### config.mk
export PLATFORM = sky130hd
export DESIGN_NAME = task_answer_packer_flat
export DESIGN_NICKNAME = d
export VERILOG_FILES = /design/src/rtl/task_answer_packer_if.sv /design/src/rtl/task_answer_packer.sv /design/src/flat_wrapper.sv
export SDC_FILE = /design/constraint.sdc
export NUM_CORES = 2
export LEC_CHECK = 0
export CORE_ASPECT_RATIO = 0.75
export CORE_MARGIN = 10
export CORE_UTILIZATION = 38
export DETAILED_ROUTE_END_ITERATION = 10
export PLACE_DENSITY = 0.6
export SLEW_MARGIN = 20
export SYNTH_ARGS = -nofsm -noshare
export SYNTH_HDL_FRONTEND = slang
export SYNTH_SLANG_ARGS = --single-unit
### constraint.sdc
create_clock -name i_clk -period 8.7 [get_ports i_clk]
set_clock_uncertainty 0.2 [all_clocks]
set_input_delay 0.87 -clock i_clk [delete_from_list [all_inputs] [get_ports i_clk]]
set_output_delay 0.87 -clock i_clk [all_outputs]
set_load 0.01 [all_outputs]
### src/rtl/task_answer_packer_if.sv
// Handshake bundle of the answer packer: task-side beat input and packed-word output.
// Valid/ready: a transfer happens on a rising clock edge where valid and ready are both 1;
// the source holds its payload stable while valid is 1 and ready is 0, and ready never
// depends on anything the source drives in the same cycle except through registered state.
interface task_answer_packer_if #(
    parameter int IN_WIDTH  = 16,
    parameter int OUT_WIDTH = 32,
    parameter int STREAMS   = 1
);
    logic                          i_valid;
    logic                          o_in_ready;
    logic [STREAMS*IN_WIDTH-1:0]   i_data;
    logic                          i_last;
    logic [OUT_WIDTH-1:0]          o_data;
    logic [OUT_WIDTH/8-1:0]        o_keep;
    logic                          o_valid;
    logic                          i_ready;
    logic                          o_last;

    modport master (
        output i_valid, i_data, i_last, i_ready,
        input  o_in_ready, o_data, o_keep, o_valid, o_last
    );

    modport slave (
        input  i_valid, i_data, i_last, i_ready,
        output o_in_ready, o_data, o_keep, o_valid, o_last
    );
endinterface

### src/rtl/task_answer_packer.sv
// Answer path behind a task core: serializes multi-stream beats, packs them LSB-first into
// OUT_WIDTH words, buffers them in a FWFT FIFO and reports answer size and task latency.
module task_answer_packer #(
    parameter int IN_WIDTH   = 16,
    parameter int OUT_WIDTH  = 32,
    parameter int STREAMS    = 1,
    parameter int FIFO_DEPTH = 64,
    parameter int CNT_WIDTH  = 32
) (
    input  logic                   i_clk,
    input  logic                   i_rst_n,
    input  logic                   i_clear,
    input  logic                   i_task_start,
    task_answer_packer_if.slave    io_bus,
    output logic [CNT_WIDTH-1:0]   o_size_bytes,
    output logic [CNT_WIDTH-1:0]   o_lat,
    output logic                   o_lat_valid,
    output logic                   o_dbg_state
);

    localparam int RATIO    = OUT_WIDTH / IN_WIDTH;
    localparam int IN_BYTES = IN_WIDTH / 8;
    localparam int KEEP_W   = OUT_WIDTH / 8;
    localparam int AW       = (FIFO_DEPTH > 1) ? $clog2(FIFO_DEPTH) : 1;
    localparam int LW       = (RATIO > 1) ? $clog2(RATIO) : 1;
    localparam int SW       = (STREAMS > 1) ? $clog2(STREAMS) : 1;
    localparam int ENTRY_W  = OUT_WIDTH + KEEP_W + 1;

    localparam logic [AW:0]        C_DEPTH      = (AW+1)'(FIFO_DEPTH);
    localparam logic [AW:0]        C_STREAMS    = (AW+1)'(STREAMS);
    localparam logic [LW-1:0]      C_LANE_MAX   = LW'(RATIO - 1);
    localparam logic [SW-1:0]      C_SIDX_MAX   = SW'(STREAMS - 1);
    localparam logic [CNT_WIDTH:0] C_BEAT_BYTES = (CNT_WIDTH+1)'(STREAMS * IN_BYTES);

    typedef enum logic {S_IDLE, S_SER} state_t;

    state_t                       r_state;
    state_t                       w_state_nx;
    logic [SW-1:0]                r_sidx;
    logic [SW-1:0]                w_sidx_nx;
    logic [STREAMS*IN_WIDTH-1:0]  r_beat_data;
    logic                         r_beat_last;

    logic                         w_in_ready;
    logic                         w_accept;
    logic                         w_emit;
    logic [IN_WIDTH-1:0]          w_emit_word;
    logic                         w_emit_last;

    logic [LW-1:0]                r_lane;
    logic [OUT_WIDTH-1:0]         r_pack_data;
    logic [KEEP_W-1:0]            r_pack_keep;
    logic [OUT_WIDTH-1:0]         w_word_data;
    logic [KEEP_W-1:0]            w_word_keep;
    logic                         w_push;

    logic [ENTRY_W-1:0]           r_mem [FIFO_DEPTH];
    logic [AW-1:0]                r_wr_ptr;
    logic [AW-1:0]                r_rd_ptr;
    logic [AW:0]                  r_count;
    logic [AW:0]                  w_free;
    logic                         w_fifo_valid;
    logic                         w_pop;
    logic [ENTRY_W-1:0]           w_head;

    logic [CNT_WIDTH-1:0]         r_size;
    logic [CNT_WIDTH:0]           w_size_sum;
    logic [CNT_WIDTH-1:0]         r_lat_cnt;
    logic                         r_lat_run;
    logic [CNT_WIDTH-1:0]         r_lat;
    logic                         r_lat_valid;

    assign w_free       = C_DEPTH - r_count;
    assign w_fifo_valid = (r_count != '0);
    assign w_pop        = w_fifo_valid && io_bus.i_ready;
    assign w_head       = r_mem[r_rd_ptr];

    // Stream 0 leaves in the accept cycle; the register keeps only the streams still to go.
    always_comb begin
        w_state_nx  = r_state;
        w_sidx_nx   = r_sidx;
        w_emit      = 1'b0;
        w_emit_word = '0;
        w_emit_last = 1'b0;
        w_in_ready  = i_rst_n && (r_state == S_IDLE) && (w_free >= C_STREAMS);
        w_accept    = io_bus.i_valid && w_in_ready && !i_clear;
        case (r_state)
            S_IDLE: begin
                if (w_accept) begin
                    w_emit      = 1'b1;
                    w_emit_word = io_bus.i_data[IN_WIDTH-1:0];
                    w_emit_last = (STREAMS == 1) && io_bus.i_last;
                    if (STREAMS > 1) begin
                        w_state_nx = S_SER;
                        w_sidx_nx  = SW'(1);
                    end
                end
            end
            S_SER: begin
                w_emit      = 1'b1;
                w_emit_word = r_beat_data[IN_WIDTH-1:0];
                w_emit_last = (r_sidx == C_SIDX_MAX) && r_beat_last;
                if (r_sidx == C_SIDX_MAX) begin
                    w_state_nx = S_IDLE;
                    w_sidx_nx  = '0;
                end else begin
                    w_sidx_nx = r_sidx + 1'b1;
                end
            end
            default: w_state_nx = S_IDLE;
        endcase
        if (i_clear) begin
            w_emit     = 1'b0;
            w_state_nx = S_IDLE;
            w_sidx_nx  = '0;
        end
    end

    always_ff @(posedge i_clk) begin
        if (!i_rst_n) begin
            r_state     <= S_IDLE;
            r_sidx      <= '0;
            r_beat_data <= '0;
            r_beat_last <= 1'b0;
        end else begin
            r_state <= w_state_nx;
            r_sidx  <= w_sidx_nx;
            if (w_accept) begin
                r_beat_data <= io_bus.i_data >> IN_WIDTH;
                r_beat_last <= io_bus.i_last;
            end else if (r_state == S_SER) begin
                r_beat_data <= r_beat_data >> IN_WIDTH;
            end
        end
    end

    always_comb begin
        w_word_data = r_pack_data;
        w_word_keep = r_pack_keep;
        w_word_data[r_lane*IN_WIDTH +: IN_WIDTH] = w_emit_word;
        w_word_keep[r_lane*IN_BYTES +: IN_BYTES] = '1;
        w_push = w_emit && ((r_lane == C_LANE_MAX) || w_emit_last);
    end

    always_ff @(posedge i_clk) begin
        if (!i_rst_n || i_clear) begin
            r_lane      <= '0;
            r_pack_data <= '0;
            r_pack_keep <= '0;
        end else if (w_push) begin
            r_lane      <= '0;
            r_pack_data <= '0;
            r_pack_keep <= '0;
        end else if (w_emit) begin
            r_lane      <= r_lane + 1'b1;
            r_pack_data <= w_word_data;
            r_pack_keep <= w_word_keep;
        end
    end

    // Storage needs no reset: the pointers and count define what is valid.
    always_ff @(posedge i_clk) begin
        if (w_push) begin
            r_mem[r_wr_ptr] <= {w_emit_last, w_word_keep, w_word_data};
        end
    end

    always_ff @(posedge i_clk) begin
        if (!i_rst_n) begin
            r_wr_ptr <= '0;
            r_rd_ptr <= '0;
            r_count  <= '0;
        end else begin
            if (w_push) begin
                r_wr_ptr <= r_wr_ptr + 1'b1;
            end
            if (w_pop) begin
                r_rd_ptr <= r_rd_ptr + 1'b1;
            end
            case ({w_push, w_pop})
                2'b10:   r_count <= r_count + 1'b1;
                2'b01:   r_count <= r_count - 1'b1;
                default: r_count <= r_count;
            endcase
        end
    end

    assign w_size_sum = {1'b0, r_size} + C_BEAT_BYTES;

    always_ff @(posedge i_clk) begin
        if (!i_rst_n || i_clear) begin
            r_size <= '0;
        end else if (w_accept) begin
            r_size <= w_size_sum[CNT_WIDTH] ? '1 : w_size_sum[CNT_WIDTH-1:0];
        end
    end

    // o_lat counts clock edges from the start cycle to the accept cycle.
    always_ff @(posedge i_clk) begin
        if (!i_rst_n || i_clear) begin
            r_lat_cnt   <= '0;
            r_lat_run   <= 1'b0;
            r_lat       <= '0;
            r_lat_valid <= 1'b0;
        end else if (i_task_start) begin
            r_lat <= '0;
            if (w_accept) begin
                r_lat_run   <= 1'b0;
                r_lat_valid <= 1'b1;
            end else begin
                r_lat_cnt   <= CNT_WIDTH'(1);
                r_lat_run   <= 1'b1;
                r_lat_valid <= 1'b0;
            end
        end else if (r_lat_run) begin
            if (w_accept) begin
                r_lat       <= r_lat_cnt;
                r_lat_valid <= 1'b1;
                r_lat_run   <= 1'b0;
            end else if (!(&r_lat_cnt)) begin
                r_lat_cnt <= r_lat_cnt + 1'b1;
            end
        end
    end

    assign io_bus.o_in_ready = w_in_ready;
    assign io_bus.o_valid    = w_fifo_valid;
    assign io_bus.o_data     = w_fifo_valid ? w_head[OUT_WIDTH-1:0] : '0;
    assign io_bus.o_keep     = w_fifo_valid ? w_head[OUT_WIDTH +: KEEP_W] : '0;
    assign io_bus.o_last     = w_fifo_valid && w_head[ENTRY_W-1];
    assign o_size_bytes      = r_size;
    assign o_lat             = r_lat;
    assign o_lat_valid       = r_lat_valid;
    assign o_dbg_state       = (r_state == S_SER);

endmodule

### src/flat_wrapper.sv
// flat-port wrapper written by rule: the top's interface ports become plain ports
module task_answer_packer_flat 
#(
    parameter int IN_WIDTH   = 16,
    parameter int OUT_WIDTH  = 32,
    parameter int STREAMS    = 1,
    parameter int FIFO_DEPTH = 64,
    parameter int CNT_WIDTH  = 32
)
  (i_clk, i_rst_n, i_clear, i_task_start, o_size_bytes, o_lat, o_lat_valid, o_dbg_state, io_bus_i_valid, io_bus_i_data, io_bus_i_last, io_bus_i_ready, io_bus_o_in_ready, io_bus_o_data, io_bus_o_keep, io_bus_o_valid, io_bus_o_last);
  task_answer_packer_if #(.IN_WIDTH(IN_WIDTH), .OUT_WIDTH(OUT_WIDTH), .STREAMS(STREAMS)) io_bus_i ();
  input  logic i_clk;
  input  logic i_rst_n;
  input  logic i_clear;
  input  logic i_task_start;
  output logic [CNT_WIDTH-1:0] o_size_bytes;
  output logic [CNT_WIDTH-1:0] o_lat;
  output logic o_lat_valid;
  output logic o_dbg_state;
  input wire logic [$bits(io_bus_i.i_valid)-1:0] io_bus_i_valid;
  input wire logic [$bits(io_bus_i.i_data)-1:0] io_bus_i_data;
  input wire logic [$bits(io_bus_i.i_last)-1:0] io_bus_i_last;
  input wire logic [$bits(io_bus_i.i_ready)-1:0] io_bus_i_ready;
  output wire logic [$bits(io_bus_i.o_in_ready)-1:0] io_bus_o_in_ready;
  output wire logic [$bits(io_bus_i.o_data)-1:0] io_bus_o_data;
  output wire logic [$bits(io_bus_i.o_keep)-1:0] io_bus_o_keep;
  output wire logic [$bits(io_bus_i.o_valid)-1:0] io_bus_o_valid;
  output wire logic [$bits(io_bus_i.o_last)-1:0] io_bus_o_last;
  assign io_bus_i.i_valid = io_bus_i_valid;
  assign io_bus_i.i_data = io_bus_i_data;
  assign io_bus_i.i_last = io_bus_i_last;
  assign io_bus_i.i_ready = io_bus_i_ready;
  assign io_bus_o_in_ready = io_bus_i.o_in_ready;
  assign io_bus_o_data = io_bus_i.o_data;
  assign io_bus_o_keep = io_bus_i.o_keep;
  assign io_bus_o_valid = io_bus_i.o_valid;
  assign io_bus_o_last = io_bus_i.o_last;
  task_answer_packer #(.IN_WIDTH(IN_WIDTH), .OUT_WIDTH(OUT_WIDTH), .STREAMS(STREAMS), .FIFO_DEPTH(FIFO_DEPTH), .CNT_WIDTH(CNT_WIDTH)) u_core (.i_clk(i_clk), .i_rst_n(i_rst_n), .i_clear(i_clear), .i_task_start(i_task_start), .io_bus(io_bus_i), .o_size_bytes(o_size_bytes), .o_lat(o_lat), .o_lat_valid(o_lat_valid), .o_dbg_state(o_dbg_state));
endmodule
After elaboration in Yosys (flattened, before gate mapping):

Memories as Yosys holds them, arrays and structs flattened. A register that Yosys moved wholly into a read port is not among the register bits.
Index checks and enable logic that the tools add are counted.

* memory bits (read-only): 0
* flip-flop bits (word level): 157
* bits in latches: 0
* input port bits: 23
* logic and storage cells: 92
* output and inout bits: 105
* RAM bits: 2368
* memories: 1

* equality and inequality tests: 3
* shifts and indexed selects: 4
* reduce and logical (&&, ||, !) cells: 24
* $add $sub $neg: 11
* multiply operators: 0
* $lt $le $gt $ge: 1
* bitwise operators: 4
* multiplexer cells: 30
* divide/modulo/power cells: 0

Memories
* u_core.r_mem: words 64, width 37, rd ports 1, clocked after Yosys merged registers in 1, write ports 1, RTL line task_answer_packer.sv:57 `logic [ENTRY_W-1:0] r_mem [FIFO_DEPTH];`

Operator list (count)
* 32-bit 2-to-1 mux: 7
* 2-bit negation with 34-bit output: 1
* 5-bit negation with 34-bit output: 1
* 16-bit by 34-bit variable shift with 32-bit output (first input constant): 1
* 2-bit by 34-bit variable shift with 4-bit output (first input constant): 1
* 16-bit by 34-bit indexed part select with 32-bit output: 1
* 2-bit by 34-bit indexed part select with 4-bit output (first input constant): 1
* 32-bit by 2-bit adder with 33-bit output (second input constant): 1
* 32-bit by 1-bit adder with 32-bit output (second input constant): 1
* 32-bit bitwise mux: 1
* 16-bit case mux with 2 select lines: 1
* 32-bit AND reduction: 1
* 16-bit 2-to-1 mux: 1
* 7-bit case mux with 2 select lines: 1
* 1-bit 2-to-1 mux: 13
* 6-bit by 1-bit adder with 6-bit output (second input constant): 2
* 6-bit 2-to-1 mux: 2
* 1-bit logical AND: 8
* 7-bit by 1-bit adder with 7-bit output (second input constant): 1
* 7-bit by 1-bit greater-or-equal comparator with 1-bit output (second input constant): 1
* 7-bit nonzero test: 1
* 7-bit by 1-bit subtractor with 7-bit output (second input constant): 1
* 7-bit subtractor (first input constant): 1
* 2-bit nonzero test: 3
* other kinds (14): 24

Longest topological paths before layout:

* depth after elaboration: 11
* depth in mapped cells: 16

Least setup slack after synthesis:

Ideal clock, no wire load.

* path kind: input-to-reg
* start: input port i_rst_n
* end: memory u_core.r_mem[61][0] (netlist name) (enable)
* data arrival time: 3.985 ns
* library setup time: 0.431 ns
* setup slack: 4.083 ns
* stages: 8
* buffers on the path: 2
* data required time: 8.069 ns
* path through: clkbuf_1 > nor2b_1 > buf_2 > and2_1 > o31ai_2 > nor3_1 > nand3_1 > nor2_1

* longest elaborated chain between the ends: 10

Ends and longest elaborated chain
* from (decl): RTL line flat_wrapper.sv:13 `input logic i_rst_n;`
* 1-bit logical AND * (2 in series): RTL line task_answer_packer.sv:85 `w_in_ready = i_rst_n && (r_state == S_IDLE) && (w_free >= C_STREAMS);`
* 1-bit logical AND * (2 in series): RTL line task_answer_packer.sv:86 `w_accept = io_bus.i_valid && w_in_ready && !i_clear;`
* 1-bit 2-to-1 mux: RTL line task_answer_packer.sv:89 `if (w_accept) begin`
* 1-bit case mux with 2 select lines: RTL line task_answer_packer.sv:87 `case (r_state)`
* 1-bit 2-to-1 mux / 1-bit logical OR (equally long branches): RTL line task_answer_packer.sv:112, task_answer_packer.sv:142
* 1-bit logical AND *: RTL line task_answer_packer.sv:142 `w_push = w_emit && ((r_lane == C_LANE_MAX) || w_emit_last);`
* 1-bit 2-to-1 mux *: RTL line task_answer_packer.sv:163 `if (w_push) begin`
* 1-bit 2-to-1 mux (implied by the code) *: RTL line task_answer_packer.sv:164 `r_mem[r_wr_ptr] <= {w_emit_last, w_word_keep, w_word_data};`
* to (decl): RTL line task_answer_packer.sv:57

Mark *: on every way between the ends. The rest lies on a longest branch, timed or not.

==> reports/results.txt <==
I/O pins: 128
Vias per std cell: 5.77
Clock Power Share: 39.5%
Core area: 254,000 um^2
Vias in the first global route: 48,494
Syn avg cell area: 20.9 um^2
Filler instances: 21,442
Worst path required time: 7630 ps
WHS: 258 ps
Leakage power: 0.0370 uW
Max Slew Vio Count: 0
Mapped cell area: 97,500 um^2
Most numerous cell in the Yosys netlist: edfxtp_1
Switch Pwr: 5900 uW
Cts bufs inserted: 229
Share of post-route cells with drive strength above 1: 25.6%
PwrDens: 229 nW/um^2
Slew @ Worst Pin: 1190 ps
Largest family of logic cells by synthesized area: multiplexers
Capture point of the worst reg-to-reg path: u_core.r_mem[45][7]
RSZ-0062 raised after global routing: false
Initial antenna violation count: 19
Period utilization: 73.3%
#FFs+latches synth: 2,528
1st-iter DRT viols: 6,753
Std-Cell Rows: 160
First-pass GRT wire length: 381,000 um
Reg power frac: 51.6%
Top FF cell, synth: edfxtp_1
Final setup fails: 0
Int Pwr: 19,700 uW
HPWL Detailed: 163,000 um
Startpoint Class: flip-flop
Adder-Cell Fraction of Synth Area: 0.175%
Fin. Hold Viols: 0
Final period demand of the worst path: 6380 ps
Hold Crit Class: flip-flop to flip-flop
Rel. slew slack: 20.5%
Setup CP Type: flip-flop to primary output
Critical path's most frequent cell: mux4_2
DR vias: 49,264
Synth top area cells: edfxtp_1, mux4_2, dfxtp_1
Cells after Synth: 4,673
Largest net degree at the start of global routing: 87
Yosys top cell by area: edfxtp_1
Tot Pwr: 25,600 uW
Post-synthesis compound-gate area fraction: 2.23%
DRT Pass-1 Iters: 6
Comb pwr share: 8.9%
Slowest stage cell, crit path: a211oi_1
Post-synthesis to final-layout area growth: 14.5%
Max_cap viols: 0
Post-synthesis mux area share: 16.4%
Count of input and output buffers: 126
Simple-gate share of the synthesized area: 3.27%
Synth unique cells: 68
Utilization after layout: 43.9%
Crit-path max FO: 36
Total GRT Usage: 19.1%
CTS Root Buffer Type: clkbuf_16
Post-route ant nets: 0
CTS tree: built
Die area: 277,000 um^2
Non-filler cells, final: 8,542
Outcome: completed
Global route overflow: 0
Worst vdd ir: 178 uV
Crit-path cells: buf_12 -> buf_4 -> mux4_2 -> mux4_2 -> a211oi_1 -> nor4_1 -> clkdlybuf4s50_1
Syn nets: 4,709
Initial Util: 38.3%
Min-delay src: u_core.r_pack_data[11]
Die H: 459 um
Placed insts: 8,122
Share of the synthesized area in the top cell type: 72.9%
Worst path max stage delay: 930 ps
Clock sink count: 2,528
Remaining DRCs: 0
Post-CTS Setup Inserts: 0
FMAX: 0.157 GHz
Setup crit end kind: primary output
Register-to-Register Setup Slack: 3740 ps
Die width: 605 um
Drt wl/cell: 31.7 um
Post_cts resized: 0
Switching share of power: 23.1%
Drt total wl: 271,000 um
Post-Synth XOR/XNOR Area: 0.431%
GPL Wtd Cong: 0.812
Cts hold-fix bufs: 0
Worst skew pair latency: 870 ps
Hold path depth: 2
Hold path endpoint: u_core.r_pack_data[11]
Buf+Inv Stages, Crit Path: 3
CP top delay family: buffers and inverters
Number of synthesized flops with an enable pin: 2,368
Seq/Total Area, Yosys: 76.2%
# nets final: 4,988
WP data arrival: 5310 ps
H-tree lvl count: 4
Synth cell count leaders: edfxtp_1, mux4_2, nand2_1
Reg-to-Reg Start: u_core.r_count[0]
Worst Reg-to-Reg Cells: 9
Max clock buf depth: 4
Syn. warnings: 0
Post-Route Setup TNS: 0 ps
Clock transition at path regs: 60 ps
Ys async rst share: 0%
## power groups by stage
stage               Clock [uW]  Sequential, uW  Combinational (uW)
global placement             0           13500                2260
detailed placement           0           13500                2300
CTS                      10300           13200                2310
floorplan                    0           13400                1280
finish                   10100           13200                2280
global route             10800           13200                2410
## sequential cells by signal (all words and copies together) (netlist names), named ones only
name	cells
u_core.r_mem	2368
u_core.o_lat	32
u_core.o_size_bytes	32
u_core.r_lat_cnt	32
u_core.r_pack_data	32
u_core.r_count	7
u_core.r_rd_ptr	6
u_core.r_wr_ptr	6
u_core.r_pack_keep	4
u_core.o_lat_valid	1
u_core.r_lane	1
u_core.r_lat_run	1
## metrics by stage
step                setup slack (ps)  area (um^2)
floorplan                       4080        97500
global placement                2030       104000
detailed placement              2430       104000
CTS                             2240       112000
global route                    2050       112000
finish                          2320       112000
## cell usage in the layout (no fill, tap or decap), types with 64 or more instances in the layout
cell type	synthesis	routed
edfxtp_1	2368	2368
mux4_2	665	665
clkbuf_16	0	234
nand2_1	242	229
buf_4	7	158
dfxtp_1	160	154
clkdlybuf4s50_1	0	126
a21oi_1	123	123
nand3_1	95	95
mux2i_1	89	89
nor2_1	152	83
nor2_4	0	65
o21ai_0	80	64
## cell families (layout without fill, tap and decap cells)
kind of cell               count (synthesis)  count (layout)
AOI/OAI and AO/OA                        348             348
xor gates and xnor gates                  48              48
adders and majority gates                 13              13
buffers and inverters                    289             752
DFF                                     2528            2528
muxes                                    764             764
other                                      1               5
and+or+nand+nor                          682             682
## cell type report
class | instances | area, um^2 | area share (%)
Timing Repair Buffer | 303 | 2830 | 2.54
Antenna cell | 4 | 10.0 | 0.00896
Tap cell | 3402 | 4260 | 3.81
Sequential cell | 2528 | 74300 | 66.6
Multi-Input combinational cell | 1856 | 22700 | 20.3
Clock buffer | 288 | 6210 | 5.56
Inverter | 34 | 130 | 0.117
Clock inverter | 127 | 1190 | 1.06
## worst reg2reg max path, stage by stage, from the launching register on
cell	delay, ps
dfxtp_1	450
inv_1	120
ha_1	250
nand2b_1	190
o22a_1	220
o31ai_2	90
nor3_2	640
nand3_1	880
nor2_4	1200
buf_4	410
## metal layers
layer	vias to the layer above	wire (um)	GRT usage, %
met4	12	5810	4.11
met1	26467	114000	27.7
li1	19966	-	-
met3	328	28700	5.51
met2	2491	122000	28.6
met5	-	86	0
## how the worst max path moves through the flow
stage | startpoint | to | slack [ps] | depth (start not counted)
floorplan | i_rst_n | u_core.r_mem[61][0] | 4080 | 8
global placement | u_core.r_count[0] | io_bus_o_data[9] | 2030 | 11
finish | flip-flop | io_bus_o_data[10] | 2320 | 7
global route | flip-flop | io_bus_o_data[27] | 2050 | 7
CTS | flip-flop | io_bus_o_data[10] | 2240 | 7
detailed placement | i_rst_n | u_core.r_mem[45][5] | 2430 | 9
Note: power is estimated with default switching activity, not from simulation.
